`src/rtl/gray_seq_ctrl.sv`:
```
// gray_seq_ctrl: seeded up/down binary counter sequencer streaming binary and Gray-coded beats
module gray_seq_ctrl #(
  parameter int WIDTH = 4
) (
  input  logic             clk,
  input  logic             rst_n,
  input  logic             start,
  input  logic             dir,
  input  logic [WIDTH-1:0] seed,
  input  logic [WIDTH:0]   len,
  input  logic             abort,
  input  logic             out_ready,
  output logic             out_valid,
  output logic [WIDTH-1:0] bin_out,
  output logic [WIDTH-1:0] gray_out,
  output logic             busy,
  output logic             done,
  output logic             wrap
);
  typedef enum logic [1:0] {IDLE, RUN, DONE} state_t;
  state_t           state;
  logic             dir_r;
  logic [WIDTH:0]   remaining;
  logic             xfer;
  logic             last;
  logic             at_term;
  assign xfer     = out_valid && out_ready;
  assign last     = remaining == (WIDTH+1)'(1);
  assign at_term  = bin_out == {WIDTH{~dir_r}};
  assign gray_out = bin_out ^ (bin_out >> 1);
  always_ff @(posedge clk)
    if (!rst_n) begin
      state     <= IDLE;
      dir_r     <= 1'b0;
      remaining <= '0;
      bin_out   <= '0;
      out_valid <= 1'b0;
      busy      <= 1'b0;
      done      <= 1'b0;
      wrap      <= 1'b0;
    end else
      case (state)
        IDLE: begin
          out_valid <= 1'b0;
          done      <= 1'b0;
          busy      <= 1'b0;
          if (start) begin
            dir_r     <= dir;
            bin_out   <= seed;
            remaining <= len;
            wrap      <= 1'b0;
            busy      <= 1'b1;
            state     <= (len != '0) ? RUN : DONE;
            out_valid <= len != '0;
            done      <= len == '0;
          end
        end
        RUN: begin
          if (xfer) begin
            remaining <= remaining - (WIDTH+1)'(1);
            if (at_term && !last) wrap <= 1'b1;
          end
          // the final or aborting beat leaves bin_out on the last presented value
          if (abort || (xfer && last)) begin
            state     <= DONE;
            out_valid <= 1'b0;
            done      <= 1'b1;
          end else if (xfer)
            bin_out <= dir_r ? bin_out - WIDTH'(1) : bin_out + WIDTH'(1);
        end
        DONE: begin
          state <= IDLE;
          done  <= 1'b0;
          busy  <= 1'b0;
        end
        default: state <= IDLE;
      endcase
endmodule

```
`config.mk`:
```
export PLATFORM = sky130hd
export DESIGN_NAME = gray_seq_ctrl
export DESIGN_NICKNAME = d
export VERILOG_FILES = /design/src/rtl/gray_seq_ctrl.sv
export SDC_FILE = /design/constraint.sdc
export NUM_CORES = 1
export LEC_CHECK = 0
export BUFFER_PORTS_ARGS = -buffer_cell sky130_fd_sc_hd__buf_2
export CAP_MARGIN = 10
export CELL_PAD_IN_SITES_DETAIL_PLACEMENT = 1
export CELL_PAD_IN_SITES_GLOBAL_PLACEMENT = 1
export CORE_ASPECT_RATIO = 0.7
export CORE_MARGIN = 3
export CORE_UTILIZATION = 38
export CTS_BUF_LIST = sky130_fd_sc_hd__clkbuf_16
export DETAILED_ROUTE_END_ITERATION = 10
export GPL_ROUTABILITY_DRIVEN = 0
export GPL_TIMING_DRIVEN = 0
export PLACE_DENSITY = 0.81
export SYNTH_ARGS = -nofsm -noshare
export SYNTH_HDL_FRONTEND = slang
export SYNTH_SLANG_ARGS = --single-unit
```
`constraint.sdc`:
```
create_clock -name clk -period 2.2 [get_ports clk]
set_input_delay 0.11 -clock clk [delete_from_list [all_inputs] [get_ports clk]]
set_output_delay 0.11 -clock clk [all_outputs]
set_load 0.01 [all_outputs]
```
==> metrics, run 1 <==
status finished, final reports clean; drt drc 0; # rows 15; CP Launch Type flop; CTS tree built; Ant. Diodes 0; cell area power density 836 mW/mm^2; I/O Pins 27; Final Critical Period a little over 2 ns; FFs w/ async S/R, synth 0%; GRT Overall Usage around a fifth; final hold vios 0; Finished Layout Cells 199; clock power share between 30% and 40%; clock tree buffer depth 2; Area Growth Syn to Fin 23.0%; CTS Root Cell clkbuf_16; Synth Flop Type dfxtp_1; Yosys warnings 0; fmax ~0.49 GHz; Pwr Total 1.17 mW; Sinks on Clock Net 16; Synth Cell Area 0.00113 mm^2; DR top layer met4; initial antenna violation count 0; Comb power frac between 30% and 40%; worst-path fanout max 9; NetSw 409 uW; port bufs 26; Post-DRT Antenna Nets 0; unrepaired setup endpoints after global routing no; Clock Pin Slew Worst Setup and Hold Paths about 0.050 ns; Crit. End Element flop; DR WL met2 about 1600 um; final max-slew violation count 0; Slew headroom a little under two thirds; H-tree levels 1; vias in the first global route roughly 1200; Seq pwr share roughly 33%; die height slightly above 50 um; Routed WL ~3400 um; number of post-CTS setup repair buffers 0; worst path required time around 2.3 ns; met3 wire len between 150 and 200 um; Vias between 1000 and 1500; Num CTS Buffers 3; starting density of the core a little over two fifths; Critical Path AT about 2.2 ns; 1st-iter DRT viols 31; VDD IR max about 0.0006 V; most common cell after layout, fill and taps aside buf_2; worst min path class primary input to flop; die area 0.00368 mm^2; remaining global-route overflow 0; internal power 756 uW; hpwl dp 2590 um; Syn Inst Count ~140; crit path kind flop to flop; nets 190; WL per Instance approximately 17 um; #FFs+latches synth 16; vias per std cell 5.64; Post-synth EDFFs 0; Setup Skew about 0.0035 ns; Yosys cell types between 40 and 50; drt pass-1 iters 4; Synth Net Count about 160; Final Cycle Share 92.7%; Worst Tran Pin Value ~0.55 ns; Die W 71.3 um; layout cells sized above 1 between 20% and 30%; Setup-failing EPs final 0; post-synthesis sequential area ratio between 20% and 30%; syn avg cell area ~8.4 um^2; commonest non-fill, non-tap cells in the layout buf_2 (26), dfxtp_1 (16), nand2_1 (15); largest net degree at the start of global routing 11; DP Cell Count 195; final setup TNS 0 ns; worst-skew pair later-pin latency 0.25 ns; Net Sw Frac 35.1%; Leakage between 0.6 and 0.7 nW; first-pass GRT wire length around 5800 um; Max-Cap Viols 0; wire length on met1 ~1600 um; core area 0.00265 mm^2
-- final timing paths --
kind	start	endpoint	slack, ns	cells after the start
worst max register to register	state[1]	bin_out[1]	0.16	7
worst max-delay path	state[1]	bin_out[1]	0.16	7
worst min-delay path	dir	dir_r	0.13	3
worst min register to register	busy	busy	0.49	2
-- timing repair --
item | in CTS | in global routing
gates resized for setup | 0 | 2
endpoints found under the setup margin | 0 | 2
hold buffers | 0 | 0
-- routing by layer --
metal  track usage (%)  vias to the layer above
met5                 0                        -
met4              4.69                        0
met3              5.98                        4
met2              33.1                       25
met1              26.6                      549
li1                  -                      545
-- metrics by stage --
| stage | worst slack [ns] | utilization [%] | instance area, um^2 | hold slack, ns |
|---|---|---|---|---|
| after floorplan | 0.458 | - | 1130 | 0.258 |
| after global placement | 0.176 | 49.4 | 1310 | 0.372 |
| after detailed placement | 0.0635 | 49.4 | 1310 | 0.394 |
| after CTS | 0.0133 | 52.3 | 1390 | 0.134 |
| after global routing | 0.0504 | 52.7 | 1390 | 0.135 |
| final | 0.160 | 52.7 | 1390 | 0.133 |
-- flip-flops by register name, indices dropped and copies added (netlist names) --
register and cells:
busy 1, dir_r 1, state 2, bin_out 4, remaining 5, done 1, out_valid 1, wrap 1
-- cells in the mapped netlist, types with 2 or more instances --
cell	number	share of area, %
xor2_1	4	3.1
a31o_2	2	1.5
clkbuf_1	3	0.99
o21bai_1	2	1.3
ha_1	8	8.8
nor2b_1	3	1.7
nand3_1	4	1.8
a21o_1	2	1.3
o311a_1	2	1.8
buf_4	2	1.3
a31oi_1	2	1.1
o211ai_1	2	1.3
mux2i_1	3	2.6
nand2_1	15	5.0
inv_1	9	3.0
o31ai_1	2	1.3
o21ai_0	4	1.8
dfxtp_1	16	28
o221a_2	2	2.0
nor2_1	8	2.6
buf_6	2	2.0
a21boi_0	2	1.3
a21oi_1	11	4.9
nand2b_1	2	1.1
or2_1	2	1.1
-- worst max-delay path, cell delays in order, from the launching register on --
cell and delay, ns:
dfxtp_1 0.41, inv_1 0.09, ha_1 0.19, buf_6 0.14, mux2i_1 0.15, nor2_2 0.32
a21oi_1 0.24, o311a_1 0.38
-- power by group through the flow --
stage	clock (mW)	combinational (mW)	sequential, mW
2_1_floorplan	0	0.283	0.382
3_3_place_gp	0	0.399	0.380
5_1_grt	0.382	0.476	0.388
4_1_cts	0.366	0.423	0.379
6_report	0.361	0.425	0.380
3_5_place_dp	0	0.419	0.384
-- logic make-up (layout without fill, tap and decap cells) --
group | after synthesis | after routing | synth area share (%)
compound gates | 43 | 43 | 27.9
simple gates | 40 | 40 | 17.8
xor+xnor | 5 | 5 | 3.86
fa+ha+maj | 9 | 9 | 10.6
flops | 16 | 16 | 28.3
mux | 4 | 4 | 3.64
buf+inv | 18 | 48 | 7.95
-- layout make-up --
cell class | instances | area, um^2
Clock inverter | 1 | 3.75
Buffer | 7 | 48.8
Tap cell | 34 | 42.5
Clock buffer | 3 | 75.1
Timing Repair Buffer | 26 | 130
Inverter | 11 | 41.3
Sequential cell | 16 | 320
Fill cell | 322 | 1250
Multi-Input combinational cell | 101 | 732
(Power assumes the default switching activity.)
==> run 2, diff against run 1 <==
--- a/config.mk
+++ b/config.mk
@@ -7,11 +7,11 @@
 export LEC_CHECK = 0
 export BUFFER_PORTS_ARGS = -buffer_cell sky130_fd_sc_hd__buf_2
 export CAP_MARGIN = 10
-export CELL_PAD_IN_SITES_DETAIL_PLACEMENT = 1
-export CELL_PAD_IN_SITES_GLOBAL_PLACEMENT = 1
+export CELL_PAD_IN_SITES_DETAIL_PLACEMENT = 2
+export CELL_PAD_IN_SITES_GLOBAL_PLACEMENT = 2
 export CORE_ASPECT_RATIO = 0.7
 export CORE_MARGIN = 3
-export CORE_UTILIZATION = 38
+export CORE_UTILIZATION = 30
 export CTS_BUF_LIST = sky130_fd_sc_hd__clkbuf_16
 export DETAILED_ROUTE_END_ITERATION = 10
 export GPL_ROUTABILITY_DRIVEN = 0
==> run 2 against run 1 <==
Compared with the run above: first-iteration DRC count is 3.2% higher; cell count grew 8.0%; combinational power increased by 4%; non-clock buffer count is the same; worst hold slack lost 0.012 ns; clock skew shrank 0.00059 ns; design area increased by 1.4%; critical path type unchanged; critical endpoint unchanged.
==> metrics, run 2 (synthesis gave the netlist of run 1 again) <==
largest net degree at the start of global routing 11; Clock Pin Slew Worst Setup and Hold Paths roughly 0.050 ns; GRT Overall Usage a little under a fifth; Critical Path AT 2.12 ns; CTS Root Cell clkbuf_16; Num CTS Buffers 3; worst-path fanout max 9; worst path required time between 2 and 2.5 ns; Vias 1151; Max-Cap Viols 0; number of post-CTS setup repair buffers 0; Sequential cell area approximately 320 um^2; final setup TNS 0 ns; # fillers about 430; clock power share a little under a third; WL per Instance 18.4 um; CTS Hold Buffers Added 0; Worst Tran Pin Value 0.532 ns; Seq pwr share roughly a third; VDD IR max roughly 0.00035 V; core area approximately 0.0036 mm^2; layout cells sized above 1 26.7%; worst-skew pair later-pin latency around 0.25 ns; Largest Register remaining; # rows 18; I/O Pins 27; clock tree buffer depth 2; placed cell areas approximately 0.0013 mm^2; max reg flops 5; Setup Skew approximately 0.0029 ns; 1st-iter DRT viols 32; Multi-input gate area ~730 um^2; initial antenna violation count 0; starting density of the core between 30% and 40%; Ant. Diodes 0; drt drc 0; met1 Usage GRT a little under a quarter; internal power 758 uW; nets 190; die height around 57 um; GR Util met2 between 30% and 40%; Setup-failing EPs final 0; remaining global-route overflow 0; Pwr Total 1.19 mW; commonest non-fill, non-tap cells in the layout buf_2 (26), dfxtp_1 (16), nand2_1 (15); Post-DRT Antenna Nets 0; largest registers remaining (5), bin_out (4), state (2); Net Sw Frac between 30 and 40%; NetSw 430 uW; CP Launch Type flop; drt pass-1 iters 4; Sinks on Clock Net 16; vias per std cell between 5 and 6; Slew headroom between 60% and 70%; fmax around 0.50 GHz; met3 GRT Util under 10%; worst min path class primary input to flop; vias in the first global route about 1300; post-route cell area 0.00141 mm^2; status finished, final reports clean; crit path kind flop to flop; Area Growth Syn to Fin 24.7%; Final Cycle Share around 90%; port bufs 26; die area roughly 0.0046 mm^2; final hold vios 0; CTS tree built; busiest layer in global routing met2; Die W 79.5 um; Routed WL approximately 4000 um; unrepaired setup endpoints after global routing no; Comb power frac a little under two fifths; Crit. End Element flop; Final Critical Period between 1.5 and 2 ns; Leakage around 0.62 nW; most common cell after layout, fill and taps aside buf_2; final max-slew violation count 0; H-tree levels 1; hpwl dp approximately 3000 um; cell area power density roughly 840 mW/mm^2; first-pass GRT wire length approximately 6700 um
==> run 2: cell counts in the layout (fill, tap and decap cells not counted) <==
Identical to the previous run, type by type.
==> run 2: final cells by class <==
| cell class | count | area share, % |
|---|---|---|
| buffer | 7 | 3.45 |
| clock buffer | 3 | 5.31 |
| clock inverter | 1 | 0.265 |
| inverter | 11 | 2.92 |
| multi-input combinational | 101 | 51.8 |
| sequential | 16 | 22.7 |
| tap | 50 | 4.42 |
| timing repair buffer | 26 | 9.20 |
==> run 2: worst paths after layout <==
| check | depth (start not counted) | startpoint | to | slack [ns] |
|---|---|---|---|---|
| max | 7 | state[0] | bin_out[1] | 0.21 |
| min | 3 | dir | dir_r | 0.12 |
| max reg2reg | 7 | state[0] | bin_out[1] | 0.21 |
| min reg2reg | 2 | remaining[1] | remaining[1] | 0.47 |
==> run 2: power by group through the flow <==
stage	sequential [mW]	clock, mW	combinational [mW]
2_1_floorplan	0.382	0	0.283
3_3_place_gp	0.382	0	0.400
3_5_place_dp	0.389	0	0.433
4_1_cts	0.384	0.370	0.441
5_1_grt	0.391	0.382	0.489
6_report	0.383	0.363	0.441
==> run 2: routing by layer <==
metal,routed length [um],vias to the layer above
li1,-,549
met1,1840,577
met2,1960,18
met3,117,7
met4,52,0
met5,0,-
==> run 2: worst max-delay path: stages, from the launching register on <==
cell	delay, ns
dfxtp_1	0.36
inv_1	0.10
ha_1	0.21
buf_6	0.14
mux2i_1	0.14
nor2_2	0.29
a21oi_1	0.24
o311a_1	0.39
==> run 2: metrics by stage <==
| step | hold WS, ns | setup slack [ns] | instances | util [%] |
|---|---|---|---|---|
| final | 0.121 | 0.215 | 215 | 39.5 |
| after global routing | 0.134 | 0.0833 | 215 | 39.5 |
| after CTS | 0.121 | 0.0268 | 215 | 39.2 |
| after detailed placement | 0.386 | 0.0110 | 211 | 37.0 |
| after global placement | 0.373 | 0.125 | 211 | 37.0 |
| after floorplan | 0.258 | 0.458 | 135 | - |
==> run 2: what timing repair did <==
action | in CTS | in global routing
hold endpoints to repair | 0 | 0
endpoints found under the setup margin | 0 | 4
resized for setup | 0 | 2
==> run 3, diff against run 2 <==
--- a/config.mk
+++ b/config.mk
@@ -11,12 +11,12 @@
 export CELL_PAD_IN_SITES_GLOBAL_PLACEMENT = 2
 export CORE_ASPECT_RATIO = 0.7
 export CORE_MARGIN = 3
-export CORE_UTILIZATION = 30
+export CORE_UTILIZATION = 33
 export CTS_BUF_LIST = sky130_fd_sc_hd__clkbuf_16
 export DETAILED_ROUTE_END_ITERATION = 10
 export GPL_ROUTABILITY_DRIVEN = 0
 export GPL_TIMING_DRIVEN = 0
-export PLACE_DENSITY = 0.81
+export PLACE_DENSITY = 0.88
 export SYNTH_ARGS = -nofsm -noshare
 export SYNTH_HDL_FRONTEND = slang
 export SYNTH_SLANG_ARGS = --single-unit
==> constraint.sdc (replaced) <==
create_clock -name clk -period 2.3 [get_ports clk]
set_input_delay 0.115 -clock clk [delete_from_list [all_inputs] [get_ports clk]]
set_output_delay 0.115 -clock clk [all_outputs]
set_load 0.005 [all_outputs]
==> run 3 against run 2 <==
Compared with the run above: via count about the same; utilization rose by 4.2 points; non-clock buffer count unchanged; flip-flop and latch count unchanged.
==> metrics, run 3 (synthesis gave the netlist of run 1 again) <==
status finished, final reports clean; max reg flops 5; Setup-failing EPs final 0; Final Critical Period ~2.1 ns; port bufs 26; Worst Hold Depth 3; Levels on crit path 7; worst-skew pair later-pin latency around 0.25 ns; worst-path fanout max 10; Vias ~1200; remaining global-route overflow 0; Routed WL between 3000 and 4000 um; CTS tree built; WL per Instance around 18 um; worst r2r dst state[1]; most common cell after layout, fill and taps aside buf_2; die height roughly 55 um; delay-heaviest family, CP compound AO/OA/AOI/OAI gates; Critical Path AT between 2 and 2.5 ns; final max-slew violation count 0; # rows 17; Die W 76.1 um; # fillers 372; starting density of the core roughly a third; Clock Pin Slew Worst Setup and Hold Paths 0.05 ns; largest net degree at the start of global routing 11; CTS Root Cell clkbuf_16; Sinks on Clock Net 16; slowest CP cell a311oi_1; final hold vios 0; 1st-iter DRT viols 28; clock tree buffer depth 2; reg2reg setup slack 0.19 ns; Num CTS Buffers 3; H-tree levels 1; fmax about 0.47 GHz; Largest Register remaining; vias in the first global route between 1000 and 1500; commonest non-fill, non-tap cells in the layout buf_2 (26), dfxtp_1 (16), nand2_1 (15); max incr delay on CP about 0.60 ns; Area Growth Syn to Fin 23.8%; CTS Hold Buffers Added 0; Worst Tran Pin Value ~0.73 ns; Setup Skew 0.00335 ns; largest registers remaining (5), bin_out (4), state (2); reg-to-reg critical path startpoint state[1]; unrepaired setup endpoints after global routing no; GRT Overall Usage a little under a fifth; buffers and inverters on the worst path 3; FF-to-FF path depth 7; cell area power density slightly below 800 mW/mm^2; crit path kind flop to flop; die area 0.00419 mm^2; post-route setup slack around 0.19 ns; layout cells sized above 1 between 20% and 30%; hpwl dp 2930 um; worst path required time around 2.4 ns; I/O Pins 27; Leakage 0.616 nW; drt drc 0; Ant. Diodes 0; first-pass GRT wire length 5950 um; hold wc startpoint dir; core area 0.00321 mm^2; VDD IR max between 0.0004 and 0.0005 V; initial antenna violation count 0; Post-DRT Antenna Nets 0; Crit. End Element flop; number of post-CTS setup repair buffers 0; drt pass-1 iters 4; worst min path class primary input to flop; vias per std cell approximately 5.4; nets 190; CP cell instances inv_1, ha_1, buf_4, inv_2, a311oi_1, a21oi_1, o221a_2; Slew headroom between 50% and 60%; Post-Place Worst Slack 0.188 ns; Max-Cap Viols 0; CP Launch Type flop; Final Cycle Share 91.8%; final setup TNS 0 ns; worst hold endpoint dir_r
==> run 3: cell type report <==
cell class                      count  area (um^2)  share of cell area [%]
Timing Repair Buffer               26          130                    9.27
Tap cell                           47         58.8                    4.19
Sequential cell                    16          320                    22.8
Multi-Input combinational cell    101          726                    51.7
Buffer                              7         48.8                    3.48
Clock buffer                        3         75.1                    5.35
Inverter                           11         41.3                    2.94
Clock inverter                      1         3.75                   0.267
==> run 3: worst max path at each step <==
stage | from | to
after floorplan | state[0] | bin_out[1]
after global placement | state[0] | bin_out[1]
after detailed placement | state[1] | bin_out[1]
after CTS | state[1] | bin_out[1]
after global routing | state[1] | state[1]
final | state[1] | state[1]
==> run 3: where the power goes <==
| group | internal (mW) | switching (mW) | leakage [nW] |
|---|---|---|---|
| clock network | 0.231 | 0.117 | 0.0385 |
| logic | 0.174 | 0.224 | 0.446 |
| registers | 0.316 | 0.0490 | 0.132 |
| total | 0.722 | 0.390 | 0.616 |
==> run 3: timing repair <==
action / in CTS / in global routing
endpoints found under the hold margin: 0 / 0
resized for setup: 0 / 1
endpoints found under the setup margin: 0 / 1
==> run 3: worst min-delay path, stage by stage <==
cell	delay [ns]
buf_2	0.10
nand3_1	0.05
a21oi_1	0.05
==> run 3: layer usage <==
metal	share of wire, %	routed length, um	track usage (%)	up-vias
met5	0	0	0	-
met4	0.55	21	2.71	0
met3	2.8	108	4.37	2
met2	50	1900	35.4	22
met1	47	1780	22.3	578
li1	-	-	-	548
==> run 3: per-stage QoR <==
| stage | util, % | power (mW) | std cells | cell area, um^2 | hold slack (ns) |
|---|---|---|---|---|---|
| 6_report | 43.7 | 1.11 | 212 | 1400 | 0.123 |
| 5_1_grt | 43.7 | 1.19 | 212 | 1400 | 0.153 |
| 4_1_cts | 43.6 | 1.12 | 212 | 1400 | 0.130 |
| 3_5_place_dp | 41.2 | 0.763 | 208 | 1320 | 0.390 |
| 3_3_place_gp | 41.2 | 0.734 | 208 | 1320 | 0.377 |
| 2_1_floorplan | - | 0.622 | 135 | 1130 | 0.263 |
